**src/rtl/demux_pkg.sv**
```systemverilog
// rtl/demux_pkg.sv - shared channel-state type and depth for the 1-to-2 registered demux
package demux_pkg;

  typedef enum logic [1:0] {
    EMPTY = 2'd0,
    ONE   = 2'd1,
    TWO   = 2'd2
  } chan_state_t;

  localparam int CHAN_DEPTH = 2;

endpackage

```
**src/rtl/demux_chan_buf.sv**
```systemverilog
// rtl/demux_chan_buf.sv - 2-entry per-channel buffer; slot 0 is always the head word
module demux_chan_buf
  import demux_pkg::*;
#(
  parameter int WIDTH = 1
) (
  input  logic             clk,
  input  logic             rst,
  input  logic             push,
  input  logic [WIDTH-1:0] push_data,
  input  logic             pop,
  output logic [WIDTH-1:0] head_data,
  output logic             head_valid,
  output logic             full
);

  chan_state_t      state_q, state_d;
  logic [WIDTH-1:0] mem_q [CHAN_DEPTH];
  logic [WIDTH-1:0] mem_d [CHAN_DEPTH];
  logic             full_q, full_d;
  logic             do_pop;

  always_comb begin
    state_d = state_q;
    mem_d   = mem_q;
    do_pop  = pop && (state_q != EMPTY);
    unique case (state_q)
      EMPTY: begin
        if (push) begin
          mem_d[0] = push_data;
          state_d  = ONE;
        end
      end
      ONE: begin
        // push with pop replaces the head in place; the old head leaves this edge
        if (push && do_pop) begin
          mem_d[0] = push_data;
        end else if (push) begin
          mem_d[1] = push_data;
          state_d  = TWO;
        end else if (do_pop) begin
          state_d = EMPTY;
        end
      end
      TWO: begin
        if (do_pop) begin
          mem_d[0] = mem_q[1];
          state_d  = ONE;
        end
      end
      default: state_d = EMPTY;
    endcase
    full_d = (state_d == TWO);
  end

  always_ff @(posedge clk) begin
    if (rst) begin
      state_q <= EMPTY;
      full_q  <= 1'b0;
      for (int i = 0; i < CHAN_DEPTH; i++) begin
        mem_q[i] <= '0;
      end
    end else begin
      state_q <= state_d;
      full_q  <= full_d;
      mem_q   <= mem_d;
    end
  end

  assign head_data  = mem_q[0];
  assign head_valid = (state_q != EMPTY);
  assign full       = full_q;

endmodule

```
**src/rtl/demux1to2_buf.sv**
```systemverilog
// rtl/demux1to2_buf.sv - registered 1-to-2 valid/ready demux with 2-entry channel buffers
// Optional per-channel delivered-word counters cnt0/cnt1 when DEMUX_CNT_EN is defined.
module demux1to2_buf
  import demux_pkg::*;
#(
  parameter int WIDTH = 1,
  parameter int CNT_W = 8
) (
  input  logic             clk,
  input  logic             rst,
  input  logic [WIDTH-1:0] in_data,
  input  logic             in_valid,
  input  logic             in_sel,
  output logic             in_ready,
  output logic [WIDTH-1:0] out0_data,
  output logic             out0_valid,
  input  logic             out0_ready,
  output logic [WIDTH-1:0] out1_data,
  output logic             out1_valid,
  input  logic             out1_ready
`ifdef DEMUX_CNT_EN
  ,
  output logic [CNT_W-1:0] cnt0,
  output logic [CNT_W-1:0] cnt1
`endif
);

  logic full0, full1;
  logic push0, push1;
  logic pop0, pop1;

  // in_ready muxes registered full flags only, so no path from outN_ready
  assign in_ready = in_sel ? ~full1 : ~full0;
  assign push0    = in_valid && in_ready && !in_sel;
  assign push1    = in_valid && in_ready && in_sel;
  assign pop0     = out0_valid && out0_ready;
  assign pop1     = out1_valid && out1_ready;

  demux_chan_buf #(.WIDTH(WIDTH)) u_chan0 (
    .clk        (clk),
    .rst        (rst),
    .push       (push0),
    .push_data  (in_data),
    .pop        (out0_ready),
    .head_data  (out0_data),
    .head_valid (out0_valid),
    .full       (full0)
  );

  demux_chan_buf #(.WIDTH(WIDTH)) u_chan1 (
    .clk        (clk),
    .rst        (rst),
    .push       (push1),
    .push_data  (in_data),
    .pop        (out1_ready),
    .head_data  (out1_data),
    .head_valid (out1_valid),
    .full       (full1)
  );

  if (CNT_W < 1) begin : g_cnt_w_check
    $error("demux1to2_buf: CNT_W must be at least 1");
  end

`ifdef DEMUX_CNT_EN
  logic [CNT_W-1:0] cnt0_q, cnt0_d;
  logic [CNT_W-1:0] cnt1_q, cnt1_d;

  always_comb begin
    cnt0_d = cnt0_q;
    cnt1_d = cnt1_q;
    if (pop0) cnt0_d = cnt0_q + 1'b1;
    if (pop1) cnt1_d = cnt1_q + 1'b1;
  end

  always_ff @(posedge clk) begin
    if (rst) begin
      cnt0_q <= '0;
      cnt1_q <= '0;
    end else begin
      cnt0_q <= cnt0_d;
      cnt1_q <= cnt1_d;
    end
  end

  assign cnt0 = cnt0_q;
  assign cnt1 = cnt1_q;
`endif

endmodule

```
**config.mk**
```make
export PLATFORM = sky130hd
export DESIGN_NAME = demux1to2_buf
export DESIGN_NICKNAME = d
export VERILOG_FILES = /design/src/rtl/demux_pkg.sv /design/src/rtl/demux_chan_buf.sv /design/src/rtl/demux1to2_buf.sv
export SDC_FILE = /design/constraint.sdc
export NUM_CORES = 1
export LEC_CHECK = 0
export ABC_AREA = 0
export ABC_CLOCK_PERIOD_IN_PS = 2650
export CAP_MARGIN = 40
export CORE_MARGIN = 4
export CORE_UTILIZATION = 35
export CTS_BUF_LIST = sky130_fd_sc_hd__clkbuf_4 sky130_fd_sc_hd__clkbuf_8
export CTS_CLUSTER_DIAMETER = 40
export DETAILED_ROUTE_END_ITERATION = 8
export PLACE_DENSITY_LB_ADDON = 0.25
export SYNTH_ARGS = -nofsm -noshare
export SYNTH_HDL_FRONTEND = slang
export SYNTH_SLANG_ARGS = --single-unit
```
**constraint.sdc**
```tcl
create_clock -name clk -period 2.65 [get_ports clk]
set_input_delay 0.53 -clock clk [delete_from_list [all_inputs] [get_ports clk]]
set_output_delay 0.53 -clock clk [all_outputs]
set_load 0.02 [all_outputs]
```
=== After elaboration in Yosys (flattened, before gate mapping) ===
Cells that the tools add are included.

* Bits in registers: 10
* Bits in latches: 0
* Memory bits (writable): 0
* Bits in read-only memories: 0
* Input bits: 7
* Output and inout port bits: 5
* Logic and storage cells: 63
* Memories: 0

* Add/subtract/negate cells: 0
* $mul: 0
* Div/mod/pow operators: 0
* $lt $le $gt $ge: 0
* Equal/unequal tests: 12
* Shift operators: 0
* Muxes and demuxes: 21
* Bitwise gates (word level): 4
* Reductions and logical operators: 18

{| class="wikitable"
|+ Operators by type and width
! kind !! number
|-
| $mux 2 || 10
|-
| $pmux 2 s3 || 2
|-
| $eq 2x2->1 const B || 4
|-
| $ne 2x1->1 const B || 4
|-
| $reduce_and 4->1 || 2
|-
| $logic_and 1x1->1 || 7
|-
| $mux 1 || 7
|-
| $pmux 1 s3 || 2
|-
| $reduce_and 3->1 || 2
|-
| $reduce_bool 3->1 || 2
|-
| $eq 2x1->1 const B || 2
|-
| $logic_not 2->1 || 2
|-
| $ne 2x2->1 const B || 2
|-
| $not 1->1 || 4
|-
| $reduce_bool 2->1 || 2
|-
| $logic_not 1->1 || 1
|}

=== Longest topological paths before layout ===
* Word-level depth: 8
* Mapped depth: 3
* Depth with buffers taken out: 3

=== Modules after synthesis ===
From an unflattened synthesis, not the netlist that was laid out.

* Cells, all modules: 57
* Area, all modules: 551.8 um^2

{| class="wikitable"
|+ Modules (own cells, without submodules)
! module !! times used !! cells an instance !! area an instance (um^2) !! seq. area each (um^2)
|-
| demux_chan_buf || 2 || 27 || 262.8 || 100.1
|-
| demux1to2_buf || 1 || 3 || 26.3 || 0.0
|}

=== Worst setup path after synthesis ===
OpenSTA, ideal clock, no wires.

* Kind: input-to-output
* Start: input in_sel
* End: output in_ready
* Data arrival time: 0.935 ns
* Data required time: 2.120 ns
* Setup slack: 1.185 ns
* Stages: 1
* Path buffers: 0
* Path through: mux2i_1

* Cells in the longest elaborated chain, start to end: 1

{| class="wikitable"
|+ Ends and longest elaborated chain
! item !! line !! text
|-
| start: declaration || demux1to2_buf.sv:13 || <nowiki>input logic in_sel,</nowiki>
|-
| $mux 1 || demux1to2_buf.sv:33 || <nowiki>assign in_ready = in_sel ? ~full1 : ~full0;</nowiki>
|-
| end: declaration || demux1to2_buf.sv:14 || <nowiki>output logic in_ready,</nowiki>
|}

Every way passes these cells.

=== Worst setup path in the final report ===
Same ends and word-level chain as after synthesis.

==> results_dict.tcl <==
set metrics [dict create \
    status "finished, final reports clean" \
    cp_max_fo 2 \
    cap_viol_max_count 0 \
    yosysTopAreaCell "dfxtp_1" \
    power.internal_uw 247 \
    antenna_found_initial 0 \
    path_cells "clkdlybuf4s50_1 -> mux2i_1 -> clkdlybuf4s50_1" \
    htreeDepth 1 \
    clock_power_share 0.301 \
    die_area_um2 2230 \
    setup_viol 0 \
    synth_cells 52 \
    cts.clk_slew.worst_paths_ns 0.06 \
    crit_type "in2out" \
    grt_start_max_net_pins 13 \
    layout-drive-gt1-share 0.212 \
    r2r_setup_slack_ns 1.43 \
    cts_tree "done" \
    power_density_nw_per_um2 483 \
    nets 75 \
    hpwl_um 824 \
    seqPwrFrac 0.487 \
    hold_viol_final 0 \
    final_cell_area_um2 693 \
    r2r_cells 3 \
    max_stage_delay_ns 0.62 \
    wire_per_inst_um 13.1 \
    worstPathArrival_ns 1.85 \
    sw_frac_of_total 0.262 \
    yosysWarnings 0 \
    critical_path_cell_count 3 \
    fmax_mhz 420 \
    port_buffers 11 \
    postCtsHoldBufs 0 \
    netlist_area_um2 538 \
    ant_nets 0 \
    root_buffer "clkbuf_4" \
    ys_seq_area_frac 0.372 \
    synth.distinct_cells 22 \
    rsz0062_at_grt "false" \
    dieWidth_um 47.2 \
    path_common_cell "clkdlybuf4s50_1" \
    cts_made_buffers 3 \
    cp-start-kind "input port" \
    min_path_type "reg2reg" \
    vdd_drop_max_mv 0.278 \
    cts.sinks 10 \
    crit_family "buffers and inverters" \
    drc 0 \
    ys_top_cells_by_area "dfxtp_1 (37%), mux2i_1 (9.3%), a21oi_1 (5.6%)" \
    rows 13 \
    die_h_um 47.2 \
    vias_per_cell 5.62 \
    grt_util_all_layers 0.112 \
    crit_start "in_sel" \
    coreArea_um2 1370 \
    finalClockSkew_ns 0.000474 \
    slew_headroom 0.697 \
    final.setup.tns_ns 0 \
    avgSynthCellArea_um2 10.3 \
    cts_resized 0 \
    regToRegEndpoint "u_chan1.head_data" \
    path_buf_inv 2 \
    required_ns 2.12 \
    crit_path_end_kind "output pin" \
    maxSlewViolCount 0 \
    synth_top_area_share 0.372 \
    area_growth_pct 28.8 \
    grt_pass1_vias 405 \
    grt_pass1_wl_um 1720 \
    post_cts_buffers 0 \
    worst_pin_slew_ns 0.453 \
    via_count 455 \
    cts_buffer_depth 2 \
    grt_overflow_total 0 \
    dr.first_iter.drc_count 3 \
    slowest_stage "clkdlybuf4s50_1" \
    diodes 0 \
    first_pass_iters 3 \
    comb_power_share 0.212 \
    initial_utilization 0.394 \
    post-route-min-period_ns 2.38 \
    clkLatencyLatePin_ns 0.26 \
    globalplace.congestion 0.696 \
    endpoint "in_ready" \
    synthesis.nets 59 \
    routed_wl_um 1060 \
    ys_ff_latch 10 \
    leakagePower_nw 0.251 \
    io_pins 12 \
    dpl_cell_area_um2 671 \
    p_sw_uw 87.8 \
    final.period_utilization 0.897 \
    r2r_start "u_chan1.state_q[1]" \
]
[layout make-up]
type / instances / area (um^2)
Tap cell: 15 / 18.8
Clock buffer: 3 / 22.5
Timing Repair Buffer: 12 / 118
Fill cell: 135 / 673
Sequential cell: 10 / 200
Multi-Input combinational cell: 41 / 334
[cells by family (layout without fill, tap and decap cells)]
| group | Yosys count | count (layout) | synth area share |
|---|---|---|---|
| AND/OR/NAND/NOR | 20 | 20 | 0.270 |
| AO/OA/AOI/OAI | 16 | 16 | 0.258 |
| flip-flops | 10 | 10 | 0.372 |
| multiplexers | 5 | 5 | 0.0930 |
| buffers and inverters | 1 | 15 | 0.00697 |
[synth_stat cells]
master,n
a21bo_2,1
a211oi_2,2
nand3b_1,1
nor3_1,4
nand2b_1,2
nor3b_1,1
nor4b_4,1
or2_2,4
mux2i_1,5
a22o_1,2
a21oi_1,6
nor2b_1,3
o31ai_1,1
and4bb_1,1
o32ai_1,1
o32ai_2,1
a221oi_2,1
and2b_1,1
clkbuf_1,1
a221oi_1,1
nand3_1,2
dfxtp_1,10
[metal layers]
metal | up-vias | routed length, um | global-route usage
met4 | 0 | 30 | 0.0829
met1 | 202 | 520 | 0.148
met3 | 4 | 65 | 0.0268
li1 | 238 | - | -
met5 | - | 0 | 0
met2 | 11 | 443 | 0.157
[worst reg2reg max path, stage by stage, from the launching register on]
cell      delay (ns)
dfxtp_1         0.40
and4bb_1        0.29
a221oi_1        0.33
a211oi_2        0.08
[worst min path at each step]
stage / from / endpoint / slack, ns / depth (start not counted)
finish: u_chan1.mem_q[0] / u_chan1.mem_q[0] / 0.48 / 2
global route: u_chan1.mem_q[0] / u_chan1.mem_q[0] / 0.52 / 2
CTS: u_chan1.mem_q[0] / u_chan1.mem_q[0] / 0.48 / 2
detailed placement: u_chan1.mem_q[0] / u_chan1.mem_q[0] / 0.48 / 2
global placement: u_chan1.mem_q[0] / u_chan1.mem_q[0] / 0.46 / 2
floorplan: u_chan1.mem_q[0] / u_chan1.mem_q[0] / 0.45 / 2
[registers in the layout (all words and copies together) (netlist names)]
register / cells
u_chan1.full: 1
u_chan1.mem_q: 1
u_chan0.full: 1
u_chan0.state_q: 2
u_chan1.state_q: 2
u_chan0.head_data: 1
u_chan0.mem_q: 1
u_chan1.head_data: 1
[through the flow]
step	power [mW]	hold slack, ns	setup slack (ns)	util	std cells
2_1_floorplan	0.206	0.448	1.18	-	52
3_3_place_gp	0.237	0.458	0.308	0.491	78
3_5_place_dp	0.238	0.478	0.259	0.491	78
4_1_cts	0.337	0.485	0.252	0.507	81
5_1_grt	0.349	0.519	0.213	0.507	81
6_report	0.335	0.481	0.272	0.507	81
[placed cells by master, fill, tap and decap left out]
master,count
mux2i_1,5
a211oi_2,2
clkbuf_4,3
a21oi_1,6
o32ai_1,1
nor4b_4,1
nand3_1,2
a221oi_2,1
o31ai_1,1
nand2b_1,2
a22o_1,2
and2b_1,1
a21bo_2,1
clkdlybuf4s50_1,11
nor2b_1,3
nor3b_1,1
nor3_1,4
dfxtp_1,10
a221oi_1,1
buf_4,1
nand3b_1,1
and4bb_1,1
o32ai_2,1
or2_2,4
[power by group through the flow]
stage          sequential [mW]  clock, mW  combinational (mW)
2_1_floorplan            0.168          0              0.0382
3_3_place_gp             0.166          0              0.0705
3_5_place_dp             0.166          0              0.0711
4_1_cts                  0.163      0.103              0.0715
5_1_grt                  0.164      0.109              0.0767
6_report                 0.163      0.101              0.0709
Power figures use the tool's default switching activity.
